$ cat config.mk
export PLATFORM = sky130hd
export DESIGN_NAME = decodificador_param
export DESIGN_NICKNAME = d
export VERILOG_FILES = /design/src/rtl/decodificador_pkg.sv /design/src/rtl/decodificador_nucleo.sv /design/src/rtl/decodificador_param.sv
export SDC_FILE = /design/constraint.sdc
export NUM_CORES = 1
export LEC_CHECK = 0
export ABC_AREA = 1
export ABC_CLOCK_PERIOD_IN_PS = 1300
export BUFFER_PORTS_ARGS = -buffer_cell sky130_fd_sc_hd__buf_4
export CELL_PAD_IN_SITES_DETAIL_PLACEMENT = 0
export CELL_PAD_IN_SITES_GLOBAL_PLACEMENT = 1
export CORE_MARGIN = 2
export CORE_UTILIZATION = 32
export DETAILED_ROUTE_END_ITERATION = 10
export HOLD_SLACK_MARGIN = 0.15
export PLACE_DENSITY_LB_ADDON = 0.1
export RECOVER_POWER = 50
export SYNTH_ARGS = -nofsm -noshare
export SYNTH_HDL_FRONTEND = slang
export SYNTH_SLANG_ARGS = --single-unit
$ cat constraint.sdc
create_clock -name clk -period 1.3 [get_ports clk]
set_input_delay 0.13 -clock clk [delete_from_list [all_inputs] [get_ports clk]]
set_output_delay 0.13 -clock clk [all_outputs]
set_load 0.1 [all_outputs]
$ cat src/rtl/decodificador_pkg.sv
// decodificador_pkg: shared mode encodings and reference one-hot helper for the decoder slice
package decodificador_pkg;
  localparam logic MODO_NIVEL = 1'b0;
  localparam logic MODO_PULSO = 1'b1;
  function automatic logic [63:0] onehot(input logic [5:0] idx, input int n);
    return (int'(idx) < n) ? (64'd1 << idx) : 64'd0;
  endfunction
endpackage

$ cat src/rtl/decodificador_nucleo.sv
// decodificador_nucleo: combinational ANCHO-to-SALIDAS one-hot core with range compare
module decodificador_nucleo #(
  parameter int ANCHO   = 3,
  parameter int SALIDAS = 8
) (
  input  logic [ANCHO-1:0]   a,
  output logic [SALIDAS-1:0] y,
  output logic               fuera_rango
);
  for (genvar i = 0; i < SALIDAS; i++) begin : g_bit
    assign y[i] = a == ANCHO'(i);
  end
  assign fuera_rango = {1'b0, a} >= (ANCHO+1)'(SALIDAS);
endmodule

$ cat src/rtl/decodificador_param.sv
// decodificador_param: registered one-hot decoder with valid/ready handshake,
// selectable level/pulse output, output polarity and sticky out-of-range error
module decodificador_param
  import decodificador_pkg::*;
#(
  parameter int   ANCHO       = 3,
  parameter int   SALIDAS     = 8,
  parameter logic MODO        = MODO_NIVEL,
  parameter bit   ACTIVO_BAJO = 1'b0
) (
  input  logic               clk,
  input  logic               rst_n,
  input  logic               in_valid,
  output logic               in_ready,
  input  logic [ANCHO-1:0]   a,
  output logic               out_valid,
  input  logic               out_ready,
  output logic [SALIDAS-1:0] y,
  output logic               fuera_rango,
  output logic               error_sticky,
  input  logic               clr_error
);
  if (ANCHO < 1 || ANCHO > 6) begin : g_bad_ancho
    $error("decodificador_param: ANCHO must be 1..6");
  end
  if (SALIDAS < 2 || SALIDAS > (1 << ANCHO)) begin : g_bad_salidas
    $error("decodificador_param: SALIDAS must be 2..2**ANCHO");
  end
  logic [SALIDAS-1:0] dec, reg_q, raw;
  logic               fr, acc;
  decodificador_nucleo #(.ANCHO(ANCHO), .SALIDAS(SALIDAS)) u_nucleo (
    .a(a),
    .y(dec),
    .fuera_rango(fr)
  );
  assign in_ready = !out_valid || out_ready;
  assign acc      = in_valid && in_ready;
  always_ff @(posedge clk or negedge rst_n) begin
    if (!rst_n) begin
      reg_q        <= '0;
      fuera_rango  <= 1'b0;
      out_valid    <= 1'b0;
      error_sticky <= 1'b0;
    end else begin
      if (acc) begin
        reg_q       <= dec;
        fuera_rango <= fr;
      end
      out_valid    <= acc || (out_valid && !out_ready);
      error_sticky <= (acc && fr) || (error_sticky && !clr_error);
    end
  end
  // pulse mode gates the held word so idle cycles decode to nothing
  assign raw = (MODO == MODO_PULSO) ? (reg_q & {SALIDAS{out_valid}}) : reg_q;
  assign y   = raw ^ {SALIDAS{ACTIVO_BAJO}};
endmodule
==> impl_metrics.toml, run 1 <==
[route]
drt_iter0_markers = 3
drc = 0
firstDrtPassIters = 5
antenna_left = 0
via_count = 416
wl_um = 940
wl_per_cell_um = 9.49
vias_per_cell = 4.20

[floorplan]
fp.coreArea_um2 = 1320
fp.dieH_um = 41.6
die-area_um2 = 1730
die_w_um = 41.6
row_count = 13
start_util_pct = 34.4
io_pins = 20

[hold_path]
hold_class = "input port to flop"

[logic_synthesis]
syn-num-nets = 67
postSynthCellCount = 59
avgSynthCellArea_um2 = 7.68
synth_area_leaders = "dfrtp_1, nand2_1, nor2_1"
synth_top_area_share_pct = 55.2
syn-cell-area_um2 = 453
yosysWarnings = 0
yosysUniqueCellTypes = 9
ys_seq_elements = 10
synth.largest_area_cell = "dfrtp_1"
synth-seq-area-share_pct = 55.2

[clocking]
cts_tree = "built"
insertion_delay_ns = 0.27
clock_path_buffers = 2
clock_sinks = 10
path_clk_slew_ns = 0.07
h-tree-depth = 1
cts_inserted_buffers = 3
ctsRootBufferMaster = "clkbuf_4"

[cells_and_area]
drive_above_1_share_pct = 29.8
fillers = 139
design_area_um2 = 688
nets = 93
fin_util_pct = 52.2
area_growth_pct = 51.9
diodes = 0

[timing]
fmax_mhz = 819
timing.hold.ws_ns = 0.191
slew_viol_final = 0
period_needed_ns = 1.22
finalHoldViolCount = 0
clock_skew_ns = 0.00424
setup_violations = 0
rsz0062_at_grt = "false"
slew_headroom_pct = 63.0
finalCritPeriodShare_pct = 93.9
worstMarginPinSlew_ns = 0.555
setup_tns_ns = 0

[worst_setup_path]
criticalPathCategory = "flop to output port"
worstPathArrival_ns = 1.09
worstPathRequired_ns = 1.17
crit_path_end_kind = "output port"
critPathLaunchType = "flop"
path_max_fanout = 3

[placement]
dpl.hpwl_um = 672
place.gp.congestion = 0.724
portBuffers = 18
place_area_um2 = 619

[global_route]
top_usage_layer = "met1"
grt_usage_pct = 12.9
antenna_found_initial = 0
grt_pass1_vias = 384
use_met1_pct = 17.8
grtUsageMet2_pct = 16.6
grt_overflow = 0
grt_max_degree = 11
grt_pass1_wl_um = 1670
gr-usage-met3_pct = 7.83

[pwr]
cellLeakagePower_nw = 0.395
ir_worst_vdd_uv = 787
p_per_area_nw_per_um2 = 1350

[run]
maxCapViolCount = 0

[outcome]
status = "completed"
==> synthesized netlist by cell type, drive strengths merged <==
| cell type | n |
|---|---|
| a21oi | 1 |
| conb | 1 |
| dfrtp | 10 |
| buf | 1 |
| inv | 6 |
| nand2 | 31 |
| nor2 | 9 |
==> registers in the layout, indices dropped and copies added (netlist names) <==
name,cells
out_valid,1
y,8
error_sticky,1
==> layout make-up <==
cell class | count | area, µm² | area share, %
inverters | 6 | 22.5 | 3.27
flip-flops and latches | 10 | 254 | 36.9
multi-input cells | 42 | 181 | 26.4
clock buffers | 4 | 36.3 | 5.27
well taps | 15 | 18.8 | 2.73
repair buffers | 22 | 175 | 25.5
==> logic make-up after synthesis <==
kind of cell	count (synthesis)	share of synthesized area, %
buffers and inverters	7	6.63
flip-flops	10	55.2
AND/OR/NAND/NOR	40	33.7
AO/OA/AOI/OAI	1	3.59
other	1	0.828
==> report_power, final <==
part	internal [mW]	switching, mW	total (mW)
Combinational	0.0679	0.238	0.306
Sequential	0.333	0.0140	0.347
Clock	0.170	0.109	0.279
==> stage by stage <==
step,power [mW],setup WS (ns),instances
global placement,0.654,0.306,91
floorplan,0.582,0.0555,59
finish,0.932,0.0796,99
CTS,0.951,0.0601,99
global route,0.983,0.0384,99
detailed placement,0.655,0.300,91
==> critical path, cell delays in order (launching register included) <==
cell and delay (ns):
dfrtp_4 0.52, nand2_8 0.09, buf_6 0.22
==> metal layers <==
metal	wire length (µm)	up-vias
li1	-	220
met1	472	173
met2	367	21
met3	95	2
met4	5	0
met5	0	-
==> cells in the final DEF (no fill, tap or decap), types with 4 or more instances in the layout <==
| cell | n |
|---|---|
| buf_4 | 15 |
| clkbuf_4 | 4 |
| dfrtp_1 | 9 |
| dlygate4sd3_1 | 4 |
| inv_1 | 6 |
| nand2_1 | 29 |
| nor2_1 | 9 |
==> path summary, 6_finish.rpt <==
check | start | cells past startpoint | slack (ns) | to
worst min register to register | y[2] | 2 | 0.48 | y[2]
min in group asynchronous | rst_n | 2 | 0.36 | y[6]
worst min-delay path | out_ready | 4 | 0.19 | out_valid
max in group asynchronous | rst_n | 2 | 0.53 | out_valid
worst max-delay path | out_valid | 2 | 0.08 | in_ready
worst max register to register | out_valid | 3 | 0.24 | y[0]
==> timing repair <==
action	4_1_cts	5_1_grt
hold endpoints to repair	14	0
hold buffers	4	0
gates resized for setup	1	0
buffers inserted	0	0
endpoints found under the setup margin	1	0
No activity file was read; power rests on OpenSTA's default activity.
==> run 2: changes to the inputs <==
- ABC_CLOCK_PERIOD_IN_PS: 1300 -> 1460
- clock period: 1.3 -> 1.46 ns (I/O delays scaled with it)
==> run 2 against run 1 <==
Routed wire length down 5.3%. Worst setup slack better by 0.16 ns. Via count down 1.4%. Highest routed layer unchanged.
==> impl_metrics.toml, run 2 (synthesis gave the netlist of run 1 again) <==
[cells_and_area]
multi_input_area_um2 = 180
nets = 92
final_common_cell = "nand2_1"
drive_above_1_share_pct = 28.9
fin_util_pct = 50.6
stdcell_count = 98
fillers = 143
most-common-layout-cells = "nand2_1, buf_4, nor2_1, dfrtp_1, inv_1"
diodes = 0
largest_reg_flops = 8
ff_latch_area_um2 = 251
area_growth_pct = 47.2

[hold_path]
hold_class = "input port to flop"

[worst_setup_path]
worstPathRequired_ns = 1.31
crit_path_top_delay_cell = "dfrtp_2"
path_max_fanout = 3
rr_startpoint = "out_valid"
crit_path_end_kind = "output port"
criticalPathCategory = "flop to output port"
worstPathArrival_ns = 1.08
critPathLaunch = "out_valid"
path_cells = "nand2_4, buf_4"
cp-endpoint = "in_ready"
critical_path.reg2reg.endpoint = "y[4]"
max_stage_delay_ns = 0.44
critPathLaunchType = "flop"
worstRegToRegCells = 4
rrSetupSlack_ns = 0.57

[clocking]
cts_inserted_buffers = 3
h-tree-depth = 1
cts_tree = "built"
ctsRootBufferMaster = "clkbuf_4"
insertion_delay_ns = 0.26
clock_path_buffers = 2
clock_sinks = 10
path_clk_slew_ns = 0.07

[floorplan]
fp.coreArea_um2 = 1320
fp.dieH_um = 41.6
start_util_pct = 34.4
die-area_um2 = 1730
row_count = 13
io_pins = 20
die_w_um = 41.6

[route]
wl_um = 890
drc = 0
vias_per_cell = 4.18
antenna_left = 0
via_count = 410
wl_per_cell_um = 9.08
drt_iter0_markers = 9
firstDrtPassIters = 5

[timing]
fmax_mhz = 817
slew_viol_final = 0
period_needed_ns = 1.22
worstMarginPinSlew_ns = 0.553
finalHoldViolCount = 0
setup_violations = 0
rsz0062_at_grt = "false"
finalCritPeriodShare_pct = 83.8
setup_tns_ns = 0
slew_headroom_pct = 63.1
clock_skew_ns = 0.00648
timing.hold.ws_ns = 0.154

[outcome]
status = "completed"

[global_route]
grt_max_degree = 11
grt_overflow = 0
grt_usage_pct = 12.2
antenna_found_initial = 0
grt_pass1_wl_um = 1610
grt_pass1_vias = 392

[pwr]
ir_worst_vdd_uv = 827
p_per_area_nw_per_um2 = 1230
cellLeakagePower_nw = 0.388

[placement]
place.gp.congestion = 0.671
portBuffers = 18
dpl.hpwl_um = 654
post-place-cells = 91

[run]
maxCapViolCount = 0
## run 2: cell count changes in the layout (fill, tap and decap cells not counted), sizes merged
cell         delta
buf             -1
clkbuf          +1
dlygate4sd3     -1
## run 2: critical path, delay by kind of cell, from the launching register on
family,cells,cell delay (ns)
DFF,1,0.44
buffers and inverters,1,0.28
and+or+nand+nor,1,0.09
## run 2: through the flow
stage | power, mW | setup slack (ns) | instance area [µm²]
global route | 0.854 | 0.211 | 667
global placement | 0.577 | 0.525 | 608
finish | 0.823 | 0.237 | 667
CTS | 0.834 | 0.223 | 674
floorplan | 0.514 | 0.0174 | 462
detailed placement | 0.578 | 0.513 | 608
## run 2: final cells by class
class | instances | area share [%]
multi-input combinational | 42 | 27.0
inverter | 6 | 3.38
tap | 15 | 2.81
timing repair buffer | 21 | 23.6
sequential | 10 | 37.7
clock buffer | 4 | 5.44
## run 2: per-layer routing
metal	up-vias	GRT usage [%]	wire, µm
met3	2	3.04	61
met2	13	16.6	358
li1	218	-	-
met4	0	9.68	16
met1	177	16.3	453
met5	-	0	0
## run 2: how the worst min path moves through the flow
stage,startpoint,end,slack [ns],cells after the start
2_1_floorplan,rst_n,error_sticky,-0.15,0
3_3_place_gp,rst_n,y[1],-0.02,1
3_5_place_dp,rst_n,y[1],-0.02,1
4_1_cts,a[2],y[2],0.15,4
5_1_grt,a[2],y[2],0.17,4
6_report,a[2],y[2],0.15,4
## run 2: report_power, final
part | internal (mW) | switching, mW
clock | 0.151 | 0.0978
combinational | 0.0561 | 0.211
sequential | 0.295 | 0.0115
## run 2: repair_timing
action | CTS | global route
hold endpoints to repair | 12 | 0
gates resized for setup | 0 | 0
hold buffers | 3 | 0
setup buffers | 0 | 0
